[src/rtl/snapshot_edgesel_ctrl_if.sv]
// -----------------------------------------------------------------------------
// snapshot_edgesel_ctrl_if
// Groups the control and status signals of the EDGESEL calibration controller.
// The clock (CKR) and reset (NRST) are plain module ports and are not part of
// this bundle.
//
//   EN         block enable (low holds the controller in IDLE)
//   CAL_START  single-cycle calibration request
//   FCW_INT    expected CKV cycles per reference period, integer part
//   CNT        CKV counter value sampled at CKR_CNT
//   EDGESEL    edge select driven to the snapshot retimer
//   CAL_BUSY   calibration in progress
//   CAL_DONE   one-cycle pulse on the DECIDE cycle
//   ERR0/ERR1  outlier counts captured under EDGESEL=0 / EDGESEL=1
//   RECAL_REQ  one-cycle pulse when a tracking window fails
//
// master: the side that drives requests and the counter sample (system side).
// slave : the controller itself.
// -----------------------------------------------------------------------------
interface snapshot_edgesel_ctrl_if #(
   parameter int CNT_W = 10,
   parameter int WIN_W = 6
);
   logic             EN;
   logic             CAL_START;
   logic [CNT_W-1:0] FCW_INT;
   logic [CNT_W-1:0] CNT;
   logic             EDGESEL;
   logic             CAL_BUSY;
   logic             CAL_DONE;
   logic [WIN_W:0]   ERR0;
   logic [WIN_W:0]   ERR1;
   logic             RECAL_REQ;

   modport master (
      output EN, CAL_START, FCW_INT, CNT,
      input  EDGESEL, CAL_BUSY, CAL_DONE, ERR0, ERR1, RECAL_REQ
   );

   modport slave (
      input  EN, CAL_START, FCW_INT, CNT,
      output EDGESEL, CAL_BUSY, CAL_DONE, ERR0, ERR1, RECAL_REQ
   );
endinterface

[src/rtl/snapshot_edgesel_ctrl.sv]
// -----------------------------------------------------------------------------
// snapshot_edgesel_ctrl
// Calibration and tracking controller for the EDGESEL input of the FREF/CKV
// snapshot retimer. Runs in the retimed-reference (CKR) domain.
//
// For each edge setting it waits SETTLE cycles, primes the previous-count
// register, then measures 2^WIN_W per-period CKV count increments and counts
// those differing from FCW_INT. The edge with fewer outliers wins (tie -> 0).
// After lock it keeps measuring back-to-back windows and raises RECAL_REQ
// when a window holds more than TRK_TH outliers.
//
// Ports:
//   CKR   in  reference clock, all logic on posedge
//   NRST  in  asynchronous active-low reset
//   ctl   slave modport of snapshot_edgesel_ctrl_if (EN, CAL_START, FCW_INT,
//         CNT in; EDGESEL, CAL_BUSY, CAL_DONE, ERR0, ERR1, RECAL_REQ out)
// -----------------------------------------------------------------------------
module snapshot_edgesel_ctrl #(
   parameter int CNT_W      = 10,
   parameter int WIN_W      = 6,
   parameter int SETTLE     = 4,
   parameter int TRK_TH     = 2,
   parameter bit AUTO_RECAL = 1'b1
) (
   input  logic                   CKR,
   input  logic                   NRST,
   snapshot_edgesel_ctrl_if.slave ctl
);

   localparam int ERR_W = WIN_W + 1;
   localparam int SET_W = 4;
   localparam logic [ERR_W-1:0] ERR_MAX = {1'b1, {WIN_W{1'b0}}};

   typedef enum logic [3:0] {
      S_IDLE,
      S_SET0,
      S_PRIME0,
      S_MEAS0,
      S_SET1,
      S_PRIME1,
      S_MEAS1,
      S_DECIDE,
      S_TRACK
   } state_t;

   state_t             r_state;
   state_t             w_next;

   logic [CNT_W-1:0]   r_prev;
   logic [SET_W-1:0]   r_settle;
   logic [WIN_W-1:0]   r_win_cnt;
   logic [ERR_W-1:0]   r_err_cnt;
   logic               r_trk_primed;

   logic               r_edgesel;
   logic               r_cal_busy;
   logic               r_cal_done;
   logic               r_recal_req;
   logic [ERR_W-1:0]   r_err0;
   logic [ERR_W-1:0]   r_err1;

   logic [CNT_W-1:0]   w_delta;
   logic               w_outlier;
   logic               w_win_last;
   logic               w_counting;
   logic               w_sampling;
   logic               w_in_set;
   logic [ERR_W-1:0]   w_err_inc;
   logic               w_trk_fail;

   // --------------------------------------------------------------------------
   // Next-state and datapath decode
   // --------------------------------------------------------------------------
   // NOTE: every signal of this block is given a default before any branch so
   // that no path leaves it unassigned; otherwise a latch would be inferred.
   always_comb begin
      // Modular subtraction makes counter rollover transparent.
      w_delta    = ctl.CNT - r_prev;
      w_outlier  = (w_delta != ctl.FCW_INT);
      w_win_last = &r_win_cnt;
      w_in_set   = (r_state == S_SET0) || (r_state == S_SET1);

      // The first TRACK cycle only primes r_prev, like PRIMEx.
      w_counting = (r_state == S_MEAS0) || (r_state == S_MEAS1) ||
                   ((r_state == S_TRACK) && r_trk_primed);
      w_sampling = w_counting || (r_state == S_PRIME0) ||
                   (r_state == S_PRIME1) || (r_state == S_TRACK);

      // Running count including this cycle's outlier, saturating at 2^WIN_W.
      if (r_err_cnt == ERR_MAX) begin
         w_err_inc = r_err_cnt;
      end else begin
         w_err_inc = r_err_cnt + ERR_W'(w_outlier);
      end

      w_trk_fail = (r_state == S_TRACK) && r_trk_primed && w_win_last &&
                   (w_err_inc > ERR_W'(TRK_TH));

      w_next = r_state;
      if (!ctl.EN) begin
         w_next = S_IDLE;
      end else begin
         case (r_state)
            S_IDLE:   if (ctl.CAL_START) w_next = S_SET0;
            S_SET0:   if (r_settle == SET_W'(SETTLE - 1)) w_next = S_PRIME0;
            S_PRIME0: w_next = S_MEAS0;
            S_MEAS0:  if (w_win_last) w_next = S_SET1;
            S_SET1:   if (r_settle == SET_W'(SETTLE - 1)) w_next = S_PRIME1;
            S_PRIME1: w_next = S_MEAS1;
            S_MEAS1:  if (w_win_last) w_next = S_DECIDE;
            S_DECIDE: w_next = S_TRACK;
            S_TRACK: begin
               if (ctl.CAL_START || (w_trk_fail && AUTO_RECAL)) w_next = S_SET0;
            end
            default:  w_next = S_IDLE;
         endcase
      end
   end

   // --------------------------------------------------------------------------
   // State, counters and registered outputs
   // --------------------------------------------------------------------------
   // NOTE: sequential state uses non-blocking assignments so every register
   // samples the pre-edge values, independent of statement order.
   always_ff @(posedge CKR or negedge NRST) begin
      if (!NRST) begin
         r_state      <= S_IDLE;
         r_prev       <= '0;
         r_settle     <= '0;
         r_win_cnt    <= '0;
         r_err_cnt    <= '0;
         r_trk_primed <= 1'b0;
         r_edgesel    <= 1'b0;
         r_cal_busy   <= 1'b0;
         r_cal_done   <= 1'b0;
         r_recal_req  <= 1'b0;
         r_err0       <= '0;
         r_err1       <= '0;
      end else begin
         r_state <= w_next;

         // Busy drops when entering DECIDE so it is already low while
         // CAL_DONE pulses; it stays low through TRACK.
         r_cal_busy  <= (w_next != S_IDLE) && (w_next != S_DECIDE) &&
                        (w_next != S_TRACK);
         r_cal_done  <= (w_next == S_DECIDE);
         r_recal_req <= ctl.EN && w_trk_fail;

         // EDGESEL moves only on SETx entry and when leaving DECIDE.
         if (w_next == S_SET0) begin
            r_edgesel <= 1'b0;
         end else if (w_next == S_SET1) begin
            r_edgesel <= 1'b1;
         end else if ((r_state == S_DECIDE) && (w_next == S_TRACK)) begin
            r_edgesel <= (r_err0 <= r_err1) ? 1'b0 : 1'b1;
         end

         if (!ctl.EN) begin
            // EDGESEL, ERR0 and ERR1 are deliberately left untouched.
            r_prev       <= '0;
            r_settle     <= '0;
            r_win_cnt    <= '0;
            r_err_cnt    <= '0;
            r_trk_primed <= 1'b0;
         end else begin
            if (w_sampling) r_prev <= ctl.CNT;

            r_settle     <= (w_in_set && (w_next == r_state)) ?
                            r_settle + SET_W'(1) : '0;
            r_win_cnt    <= w_counting ? r_win_cnt + WIN_W'(1) : '0;
            // Cleared outside measurement, so each window starts from zero.
            r_err_cnt    <= (w_counting && !w_win_last) ? w_err_inc : '0;
            r_trk_primed <= (r_state == S_TRACK) && (w_next == S_TRACK);

            if ((r_state == S_MEAS0) && w_win_last) r_err0 <= w_err_inc;
            if ((r_state == S_MEAS1) && w_win_last) r_err1 <= w_err_inc;
         end
      end
   end

   assign ctl.EDGESEL   = r_edgesel;
   assign ctl.CAL_BUSY  = r_cal_busy;
   assign ctl.CAL_DONE  = r_cal_done;
   assign ctl.ERR0      = r_err0;
   assign ctl.ERR1      = r_err1;
   assign ctl.RECAL_REQ = r_recal_req;

endmodule

[src/flat_wrapper.sv]
// flat-port wrapper written by rule: the top's interface ports become plain ports
module snapshot_edgesel_ctrl_flat 
#(
   parameter int CNT_W      = 10,
   parameter int WIN_W      = 6,
   parameter int SETTLE     = 4,
   parameter int TRK_TH     = 2,
   parameter bit AUTO_RECAL = 1'b1
)
  (CKR, NRST, ctl_EN, ctl_CAL_START, ctl_FCW_INT, ctl_CNT, ctl_EDGESEL, ctl_CAL_BUSY, ctl_CAL_DONE, ctl_ERR0, ctl_ERR1, ctl_RECAL_REQ);
  snapshot_edgesel_ctrl_if #(.CNT_W(CNT_W), .WIN_W(WIN_W)) ctl_i ();
  input  logic CKR;
  input  logic NRST;
  input wire logic [$bits(ctl_i.EN)-1:0] ctl_EN;
  input wire logic [$bits(ctl_i.CAL_START)-1:0] ctl_CAL_START;
  input wire logic [$bits(ctl_i.FCW_INT)-1:0] ctl_FCW_INT;
  input wire logic [$bits(ctl_i.CNT)-1:0] ctl_CNT;
  output wire logic [$bits(ctl_i.EDGESEL)-1:0] ctl_EDGESEL;
  output wire logic [$bits(ctl_i.CAL_BUSY)-1:0] ctl_CAL_BUSY;
  output wire logic [$bits(ctl_i.CAL_DONE)-1:0] ctl_CAL_DONE;
  output wire logic [$bits(ctl_i.ERR0)-1:0] ctl_ERR0;
  output wire logic [$bits(ctl_i.ERR1)-1:0] ctl_ERR1;
  output wire logic [$bits(ctl_i.RECAL_REQ)-1:0] ctl_RECAL_REQ;
  assign ctl_i.EN = ctl_EN;
  assign ctl_i.CAL_START = ctl_CAL_START;
  assign ctl_i.FCW_INT = ctl_FCW_INT;
  assign ctl_i.CNT = ctl_CNT;
  assign ctl_EDGESEL = ctl_i.EDGESEL;
  assign ctl_CAL_BUSY = ctl_i.CAL_BUSY;
  assign ctl_CAL_DONE = ctl_i.CAL_DONE;
  assign ctl_ERR0 = ctl_i.ERR0;
  assign ctl_ERR1 = ctl_i.ERR1;
  assign ctl_RECAL_REQ = ctl_i.RECAL_REQ;
  snapshot_edgesel_ctrl #(.CNT_W(CNT_W), .WIN_W(WIN_W), .SETTLE(SETTLE), .TRK_TH(TRK_TH), .AUTO_RECAL(AUTO_RECAL)) u_core (.CKR(CKR), .NRST(NRST), .ctl(ctl_i));
endmodule
[config.mk]
export PLATFORM = sky130hd
export DESIGN_NAME = snapshot_edgesel_ctrl_flat
export DESIGN_NICKNAME = d
export VERILOG_FILES = /design/src/rtl/snapshot_edgesel_ctrl_if.sv /design/src/rtl/snapshot_edgesel_ctrl.sv /design/src/flat_wrapper.sv
export SDC_FILE = /design/constraint.sdc
export NUM_CORES = 1
export LEC_CHECK = 0
export BUFFER_PORTS_ARGS = -buffer_cell sky130_fd_sc_hd__clkbuf_2
export CAP_MARGIN = 20
export CORE_MARGIN = 8
export CORE_UTILIZATION = 44
export CTS_CLUSTER_DIAMETER = 30
export CTS_CLUSTER_SIZE = 16
export DETAILED_ROUTE_END_ITERATION = 12
export GPL_TIMING_DRIVEN = 1
export HOLD_SLACK_MARGIN = 0.15
export PLACE_DENSITY = 0.6
export SYNTH_ARGS = -nofsm -noshare
export SYNTH_HDL_FRONTEND = slang
export SYNTH_SLANG_ARGS = --single-unit
[constraint.sdc]
create_clock -name CKR -period 5.4 [get_ports CKR]
set_input_delay 0.81 -clock CKR [delete_from_list [all_inputs] [get_ports CKR]]
set_output_delay 0.81 -clock CKR [all_outputs]
set_load 0.1 [all_outputs]
Word-level counts from Yosys, hierarchy flattened
Cells that the tools add are included.
- flip-flop bits (word level): 50
- logic and storage cells: 85
- output and inout bits: 18
- bits of input ports: 24
- $add $sub $neg: 4
- order comparisons: 2
- mux-type cells: 22
- eq/ne operators: 19
- reduce and logical (&&, ||, !) cells: 26
- operator list (kind ; number):
    $mux 4 ; 9
    $pmux 4 s9 ; 1
    $eq 4x3->1 const B ; 6
    $mux 7 ; 3
    $mux 10 ; 2
    $eq 4x2->1 const B ; 3
    $logic_and 1x1->1 ; 12
    $mux 6 ; 2
    $ne 10x10->1 ; 1
    $sub 10x10->10 ; 1
    $eq 4x1->1 const B ; 2
    $eq 4x4->1 const B ; 2
    $add 7x1->7 ; 1
    $eq 7x7->1 const B ; 1
    $gt 7x2->1 const B ; 1
    $le 7x7->1 ; 1
    $logic_or 1x1->1 ; 7
    $add 6x1->6 const B ; 1
    $reduce_and 6->1 ; 1
    $mux 1 ; 5
    $add 4x1->4 const B ; 1
    $eq 4x4->1 ; 1
    $logic_not 4->1 ; 1
    $ne 4x3->1 const B ; 1
    6 further kinds ; 7

Logic depth before layout (Yosys ltp)
Gate-level depths: netlist of the first run.
- depth after elaboration: 15
- mapped depth: 16
- gate-level depth less buffers: 16

Worst setup path before layout of the first run
Ideal clock, no wire load.
- kind: input -> register
- start point: input port ctl_CNT[4]
- end point: register u_core.r_cal_busy (netlist: u_core.ctl.CAL_BUSY)
- setup time: 0.124 ns
- data required time: 5.276 ns
- stages on the path: 14
- buffers on the path: 0
- arrival time: 3.809 ns
- path slack: 1.467 ns
- cell sequence: ha_1 > a21o_1 > a31oi_1 > a21oi_1 > or3_1 > a2111oi_2 > nand4b_1 > ha_1 > xor2_1 > a21boi_1 > a22o_1 > o31ai_4 > nand2_2 > o31a_1
- word-level cells in the longest chain between the ends: 13
- elaborated cells between the ends (all ways): 15
- classes of those cells: add/sub: 2; order compare: 1; eq/ne: 3; mux: 4; reduce/logical: 5
- ends and longest elaborated chain (item ; RTL line ; text):
    from (decl) ; flat_wrapper.sv:17 ; input wire logic [$bits(ctl_i.CNT)-1:0] ctl_CNT;
    $sub 10x10->10 * ; snapshot_edgesel_ctrl.sv:78 ; w_delta = ctl.CNT - r_prev;
    $ne 10x10->1 * ; snapshot_edgesel_ctrl.sv:79 ; w_outlier = (w_delta != ctl.FCW_INT);
    $add 7x1->7 * ; snapshot_edgesel_ctrl.sv:93 ; w_err_inc = r_err_cnt + ERR_W'(w_outlier);
    $mux 7 * ; snapshot_edgesel_ctrl.sv:90 ; if (r_err_cnt == ERR_MAX) begin
    $gt 7x2->1 * ; snapshot_edgesel_ctrl.sv:97 ; (w_err_inc > ERR_W'(TRK_TH));
    $logic_and 1x1->1 * ; snapshot_edgesel_ctrl.sv:96 ; w_trk_fail = (r_state == S_TRACK) && r_trk_primed && w_win_last &&
    $logic_or 1x1->1 * ; snapshot_edgesel_ctrl.sv:113 ; if (ctl.CAL_START || (w_trk_fail && AUTO_RECAL)) w_next = S_SET0;
    $mux 4 * ; snapshot_edgesel_ctrl.sv:113 ;
    $pmux 4 s9 * ; snapshot_edgesel_ctrl.sv:103 ; case (r_state)
    $mux 4 * ; snapshot_edgesel_ctrl.sv:100 ; if (!ctl.EN) begin
    net u_core.w_next[0] ; snapshot_edgesel_ctrl.sv:47 ; state_t w_next;
    $ne 4x3->1 / $reduce_bool 4->1 (equally long branches) ; snapshot_edgesel_ctrl.sv:144 ; r_cal_busy <= (w_next != S_IDLE) && (w_next != S_DECIDE) &&
    $logic_and 1x1->1 ; snapshot_edgesel_ctrl.sv:144 ;
    $logic_and 1x1->1 * ; snapshot_edgesel_ctrl.sv:144 ;
    to (signal assigned) ; snapshot_edgesel_ctrl.sv:144 ;
    to (decl) ; snapshot_edgesel_ctrl.sv:56 ; logic r_cal_busy;
The timed path passes the listed nets; every way through them passes the cells marked *.
A chain may end at the register's enable or synchronous reset.

Worst setup path after layout of the first run
Same ends and word-level chain as after synthesis.

==> results of run 1 <==
==> flip-flops by register name (all words and copies together), names as in the netlist <==
name / count
u_core.r_state: 4
u_core.ctl.EDGESEL: 1
u_core.ctl.RECAL_REQ: 1
u_core.r_prev: 10
u_core.r_win_cnt: 6
u_core.r_err_cnt: 7
u_core.r_trk_primed: 1
u_core.ctl.CAL_DONE: 1
u_core.ctl.ERR1: 7
u_core.ctl.ERR0: 7
u_core.r_settle: 4
u_core.ctl.CAL_BUSY: 1
==> cells by family after synthesis <==
group                    after synthesis  share of synthesized area (%)
buffers and inverters                 35                          4.922
multiplexers                           3                          1.043
AO/OA/AOI/OAI                         69                          14.85
adder cells (fa/ha/maj)               21                          9.011
AND/OR/NAND/NOR                      116                          19.98
XOR/XNOR                              29                          8.469
flip-flops                            50                          41.72
==> cells in the final DEF (no fill, tap or decap), types with 3 or more instances in the layout <==
cell type / instances
sky130_fd_sc_hd__clkbuf_8: 5
sky130_fd_sc_hd__xnor2_1: 16
sky130_fd_sc_hd__nand3_1: 21
sky130_fd_sc_hd__nand4_1: 3
sky130_fd_sc_hd__and3_1: 3
sky130_fd_sc_hd__ha_1: 20
sky130_fd_sc_hd__xor2_1: 13
sky130_fd_sc_hd__dfrtp_1: 50
sky130_fd_sc_hd__nor3_1: 7
sky130_fd_sc_hd__o21ai_1: 7
sky130_fd_sc_hd__clkbuf_2: 41
sky130_fd_sc_hd__a21oi_1: 17
sky130_fd_sc_hd__nand2b_1: 5
sky130_fd_sc_hd__nor2_1: 33
sky130_fd_sc_hd__a31oi_1: 6
sky130_fd_sc_hd__o21ai_0: 16
sky130_fd_sc_hd__inv_1: 25
sky130_fd_sc_hd__or3_1: 3
sky130_fd_sc_hd__nand2_1: 20
==> through the flow <==
stage	hold WS, ns	std cells	cell area, um^2
after floorplan	0.4329	323	2999
after global placement	0.4532	436	3266
after detailed placement	0.4511	436	3266
after CTS	0.4713	444	3359
after global routing	0.5054	444	3359
final	0.4696	444	3359
==> worst max-delay path, delay by kind of cell <==
kind | cells | cell delay [ns]
AO/OA/AOI/OAI | 8 | 1.82
XOR/XNOR | 1 | 0.17
AND/OR/NAND/NOR | 3 | 0.68
adder cells (fa/ha/maj) | 2 | 0.63
buffers and inverters | 1 | 0.09
==> power by group <==
group / switching, mW / internal (mW)
Clock: 0.137 / 0.0938
Sequential: 0.00614 / 0.384
Combinational: 0.0890 / 0.0554
==> routing by layer <==
metal	vias to the layer above	GRT usage, %	share of wire, %
li1	1208	-	-
met2	44	22.82	47
met5	-	0	0
met1	1095	17.03	48
met3	4	2.889	3.6
met4	0	5.549	1.4
==> area by class of cell <==
class	count	area, um^2
Clock buffer	5	68.82
Clock inverter	3	25.02
Fill cell	670	3322
Inverter	25	93.84
Multi-Input combinational cell	238	1600
Sequential cell	50	1251
Tap cell	80	100.1
Timing Repair Buffer	43	220.2
==> final timing paths <==
kind | startpoint | to | slack [ns] | depth (start not counted)
worst min register to register | u_core.r_win_cnt[0] | u_core.r_win_cnt[0] | 0.47 | 1
min in group asynchronous | NRST | u_core.r_state[2] | 0.60 | 2
max in group asynchronous | NRST | u_core.r_settle[0] | 4.36 | 2
worst max register to register | u_core.r_prev[4] | u_core.ctl.CAL_BUSY | 1.64 | 15
worst min-delay path | u_core.r_win_cnt[0] | u_core.r_win_cnt[0] | 0.47 | 1
worst max-delay path | ctl_CNT[4] | u_core.ctl.CAL_BUSY | 1.41 | 15
==> results.json, run 1 <==
{
  "outcome": "finished, final reports clean",
  "cp.required_ns": 5.61,
  "fp.coreArea_mm2": 0.006681,
  "static-leakage-power_nw": 1.585,
  "mappedNetlistNets": 368,
  "timing.max_slew.rel_slack_pct": 57.34,
  "top_level_port_count": 42,
  "track_usage_pct": 13.78,
  "yosysMostFrequentCell": "sky130_fd_sc_hd__dfrtp_1",
  "detailedRoute.firstIterationViolations": 76,
  "ir_drop_uv": 120.7,
  "first_pass_iters": 4,
  "grt_setup_unrepaired": "no",
  "synthesized_cell_area_mm2": 0.002999,
  "hpwl_um": 4700,
  "number_of_register_bits_inferred_by_synthesis": 50,
  "worstPathArrival_ns": 4.20,
  "synth_enable_flop_cells": 0,
  "critical_path.max_fanout": 5,
  "min-delay-path-class": "flop to flop",
  "skew_ns": 0.01523,
  "diodes": 0,
  "postCtsSetupBuffers": 0,
  "final_hold_violation_count": 0,
  "setup.worst_path.end_class": "flop",
  "critical-path-max-stage-delay_ns": 0.40,
  "postRouteAntennaNets": 0,
  "areaGrowthSynthToFinish_pct": 12.01,
  "final_core_util_pct": 50.28,
  "timing.critical_path.from_type": "input pin",
  "final_nets": 408,
  "routed-via-count": 2351,
  "synth_sequential_area_ratio_pct": 41.72,
  "synth_largest_area_cell": "sky130_fd_sc_hd__dfrtp_1",
  "setup_viol": 0,
  "ctsResizeCount": 0,
  "die_height_um": 98.56,
  "syn_avg_cell_area_um2": 9.285,
  "via_per_inst": 5.295,
  "report.final.slew_viol_count": 0,
  "drt-total-wl_um": 6275,
  "globalRoute.totalOverflow": 0,
  "crit_type": "input pin to flop",
  "ys.warnings.count": 0,
  "clockRootBuffer": "sky130_fd_sc_hd__clkbuf_8",
  "critical-path-slowest-cell": "sky130_fd_sc_hd__or3_1",
  "powerDensity_mw_per_mm2": 227.8,
  "clkTransAtPathRegs_ns": 0.11,
  "dominantRegCellSynth": "sky130_fd_sc_hd__dfrtp_1",
  "worst_path_most_repeated_cell": "sky130_fd_sc_hd__ha_1",
  "grt_antenna_before_repair": 0,
  "worst_slack_at_placement_ns": 1.024,
  "number_of_violations_of_the_max_capacitance_limit": 0,
  "worstMarginPinSlew_ns": 0.6399,
  "synth_area_leaders": "sky130_fd_sc_hd__dfrtp_1, sky130_fd_sc_hd__ha_1, sky130_fd_sc_hd__xnor2_1, sky130_fd_sc_hd__nor2_1, sky130_fd_sc_hd__xor2_1",
  "port_buf_inserts": 41,
  "cts_tree": "built",
  "setup_ws_ns": 1.410,
  "final.min_clock_period_ns": 3.990,
  "synth_cells": 323,
  "floorplan.die_area_mm2": 0.009714,
  "routabilityCongestion": 0.8915,
  "worstSkewPairLatency_ns": 0.31,
  "tritoncts_buffer_count": 5,
  "row_count": 30,
  "cts_hold_repair.buffers": 0,
  "htree_num_levels": 2,
  "crit_path_cell_trace": "clkbuf_2, ha_1, a21o_1, a31oi_1, a21oi_1, or3_1, a2111oi_2, nand4b_1, ha_1, xor2_1, a21boi_1, a22o_1, o31ai_4, nand2_2, o31a_1",
  "fmax_mhz": 250.6,
  "synth_largest_type_area_fraction_pct": 41.72,
  "synth.cells.most_frequent": "sky130_fd_sc_hd__dfrtp_1, sky130_fd_sc_hd__nor2_1, sky130_fd_sc_hd__inv_1",
  "grt_pass1_vias": 2472,
  "layout_worst_path_cycle_share_pct": 73.90,
  "grt_max_degree": 51,
  "ys_types": 57,
  "grt_first_pass_wirelength_um": 11220,
  "drive_gt1_share_pct": 16.76,
  "fin_tns_setup_ns": 0,
  "proportion_of_register_bits_with_asynchronous_set_or_reset_after_synthesis_pct": 100.0,
  "start_util_pct": 44.89,
  "drc": 0,
  "power.total_mw": 0.7654,
  "clk_path_buf_depth": 2,
  "cts.sink_count": 50,
  "drt-wirelength-per-cell_um": 14.13,
  "die_w_um": 98.56
}
Note: power is estimated with default switching activity, not from simulation.
==> run 2: changes to the inputs <==
Settings changed: PLACE_DENSITY 0.6 to 0.62.
Clock period 5.4 ns to 3.2 ns, I/O delays scaled along.
==> results.json, run 2 (synthesized netlist as in run 1, its figures left out) <==
{
  "worstPathArrival_ns": 3.73,
  "setup_ws_ns": -0.3263,
  "floorplan.die_area_mm2": 0.009714,
  "powerDensity_mw_per_mm2": 357.0,
  "fp.coreArea_mm2": 0.006681,
  "cts.sink_count": 50,
  "multi_input_comb_area_mm2": 0.001864,
  "grt_antenna_before_repair": 0,
  "die_height_um": 98.56,
  "row_count": 30,
  "worst_r2r_startpoint": "u_core.r_prev[1]",
  "top_level_port_count": 42,
  "diodes": 0,
  "outcome": "finished with violations",
  "clkTransAtPathRegs_ns": 0.11,
  "critical_path.max_fanout": 4,
  "skew_ns": 0.01868,
  "htree_num_levels": 2,
  "layout.cells.most_common": "sky130_fd_sc_hd__dfrtp_1",
  "layout_worst_path_cycle_share_pct": 110.2,
  "final_nets": 434,
  "cts_hold_repair.buffers": 0,
  "die_w_um": 98.56,
  "critical-path-slowest-cell": "sky130_fd_sc_hd__dfrtp_1",
  "regArea_mm2": 0.001251,
  "globalRoute.totalOverflow": 0,
  "grt_max_degree": 51,
  "start_util_pct": 44.89,
  "hpwl_um": 4909,
  "detailedRoute.firstIterationViolations": 82,
  "drive_gt1_share_pct": 31.03,
  "setup.worst_path.end_class": "flop",
  "critical-path-max-stage-delay_ns": 0.40,
  "number_of_violations_of_the_max_capacitance_limit": 0,
  "final.min_clock_period_ns": 3.526,
  "crit_path_cell_trace": "inv_2, ha_4, nor2b_4, o2111ai_4, a21oi_2, or3_4, a2111oi_4, nand4b_1, ha_2, xor2_1, a21boi_2, a22o_1, o31ai_4, nand2_2, o31a_1",
  "grt_pass1_vias": 2486,
  "grt_first_pass_wirelength_um": 11220,
  "grt_setup_unrepaired": "yes",
  "routed-via-count": 2510,
  "min-delay-path-class": "input pin to asynchronous set/reset pin",
  "report.final.slew_viol_count": 0,
  "register_containing_the_most_flip_flops_in_the_final_layout": "u_core.r_prev",
  "first_pass_iters": 4,
  "worstMarginPinSlew_ns": 0.6465,
  "timing.max_slew.rel_slack_pct": 56.90,
  "track_usage_pct": 13.98,
  "layout_common_cells": "sky130_fd_sc_hd__dfrtp_1, sky130_fd_sc_hd__clkbuf_2, sky130_fd_sc_hd__nor2_1",
  "worstSkewPairLatency_ns": 0.31,
  "tritoncts_buffer_count": 5,
  "nFillCells": 614,
  "static-leakage-power_nw": 1.743,
  "crit_type": "flop to flop",
  "crit_path_start": "u_core.r_prev[1]",
  "clk_path_buf_depth": 2,
  "areaGrowthSynthToFinish_pct": 27.87,
  "timing.critical_path.from_type": "flop",
  "setup_viol": 10,
  "drc": 0,
  "cts_tree": "built",
  "postRouteAntennaNets": 0,
  "routabilityCongestion": 0.8521,
  "fmax_mhz": 283.6,
  "largest_register_ff_count": 10,
  "cp.required_ns": 3.41,
  "ir_drop_uv": 171.9,
  "drt-wirelength-per-cell_um": 14.26,
  "via_per_inst": 5.340,
  "fin_tns_setup_ns": -2.460,
  "violations": "setup timing",
  "port_buf_inserts": 41,
  "drt-total-wl_um": 6704,
  "final_hold_violation_count": 0,
  "worst_slack_at_placement_ns": -0.6402,
  "clockRootBuffer": "sky130_fd_sc_hd__clkbuf_8"
}
## run 2: area by class of cell
class | count | area share (%)
clock buffers | 5 | 1.794
repair buffers | 69 | 11.22
flip-flops and latches | 50 | 32.63
well taps | 80 | 2.610
clock inverters | 3 | 0.6199
multi-input cells | 238 | 48.61
inverters | 25 | 2.512
## run 2: final timing paths
path	end	slack [ns]	depth (start not counted)
max reg2reg	u_core.ctl.CAL_BUSY	-0.33	15
max in group asynchronous	u_core.r_settle[0]	2.49	2
min	u_core.r_state[2]	0.28	2
min in group CKR	u_core.r_prev[6]	0.43	3
max	u_core.ctl.CAL_BUSY	-0.33	15
min reg2reg	u_core.r_settle[0]	0.46	1
## run 2: critical path, delay by kind of cell, from the launching register on
family	cells	cell delay (ns)
AOI/OAI and AO/OA	7	1.60
and+or+nand+nor	4	0.79
adders and majority gates	2	0.41
DFF	1	0.40
xor gates and xnor gates	1	0.15
buffers and inverters	1	0.08
## run 2: report_power, final
group | switching, mW | internal [mW] | total (mW)
Sequential | 0.0112 | 0.648 | 0.659
Combinational | 0.185 | 0.139 | 0.324
Clock | 0.229 | 0.157 | 0.386
Total | 0.425 | 0.944 | 1.37
## run 2: per-layer routing
metal | up-vias | track usage, % | share of wire [%]
li1 | 1263 | - | -
met1 | 1187 | 17.97 | 49
met2 | 50 | 22.66 | 46
met3 | 10 | 3.171 | 3.7
met4 | 0 | 4.486 | 1.3
met5 | - | 0 | 0
## run 2: through the flow
| stage | total power, mW | cell area [um^2] | hold WS (ns) | utilization [%] | cells |
|---|---|---|---|---|---|
| 2_1_floorplan | 0.8613 | 3070 | 0.1844 | - | 323 |
| 6_report | 1.369 | 3835 | 0.2756 | 57.40 | 470 |
| 5_1_grt | 1.443 | 3835 | 0.3388 | 57.40 | 470 |
| 3_3_place_gp | 0.9518 | 3517 | 0.4487 | 52.64 | 460 |
| 4_1_cts | 1.371 | 3710 | 0.3007 | 55.52 | 469 |
| 3_5_place_dp | 0.9561 | 3517 | 0.4538 | 52.64 | 460 |
## run 2: timing repair
item	CTS	global route
endpoints found under the setup margin	15	23
pin swaps	7	15
endpoints found under the hold margin	0	0
buffers inserted	1	2
cloned	0	0
resized for setup	14	26
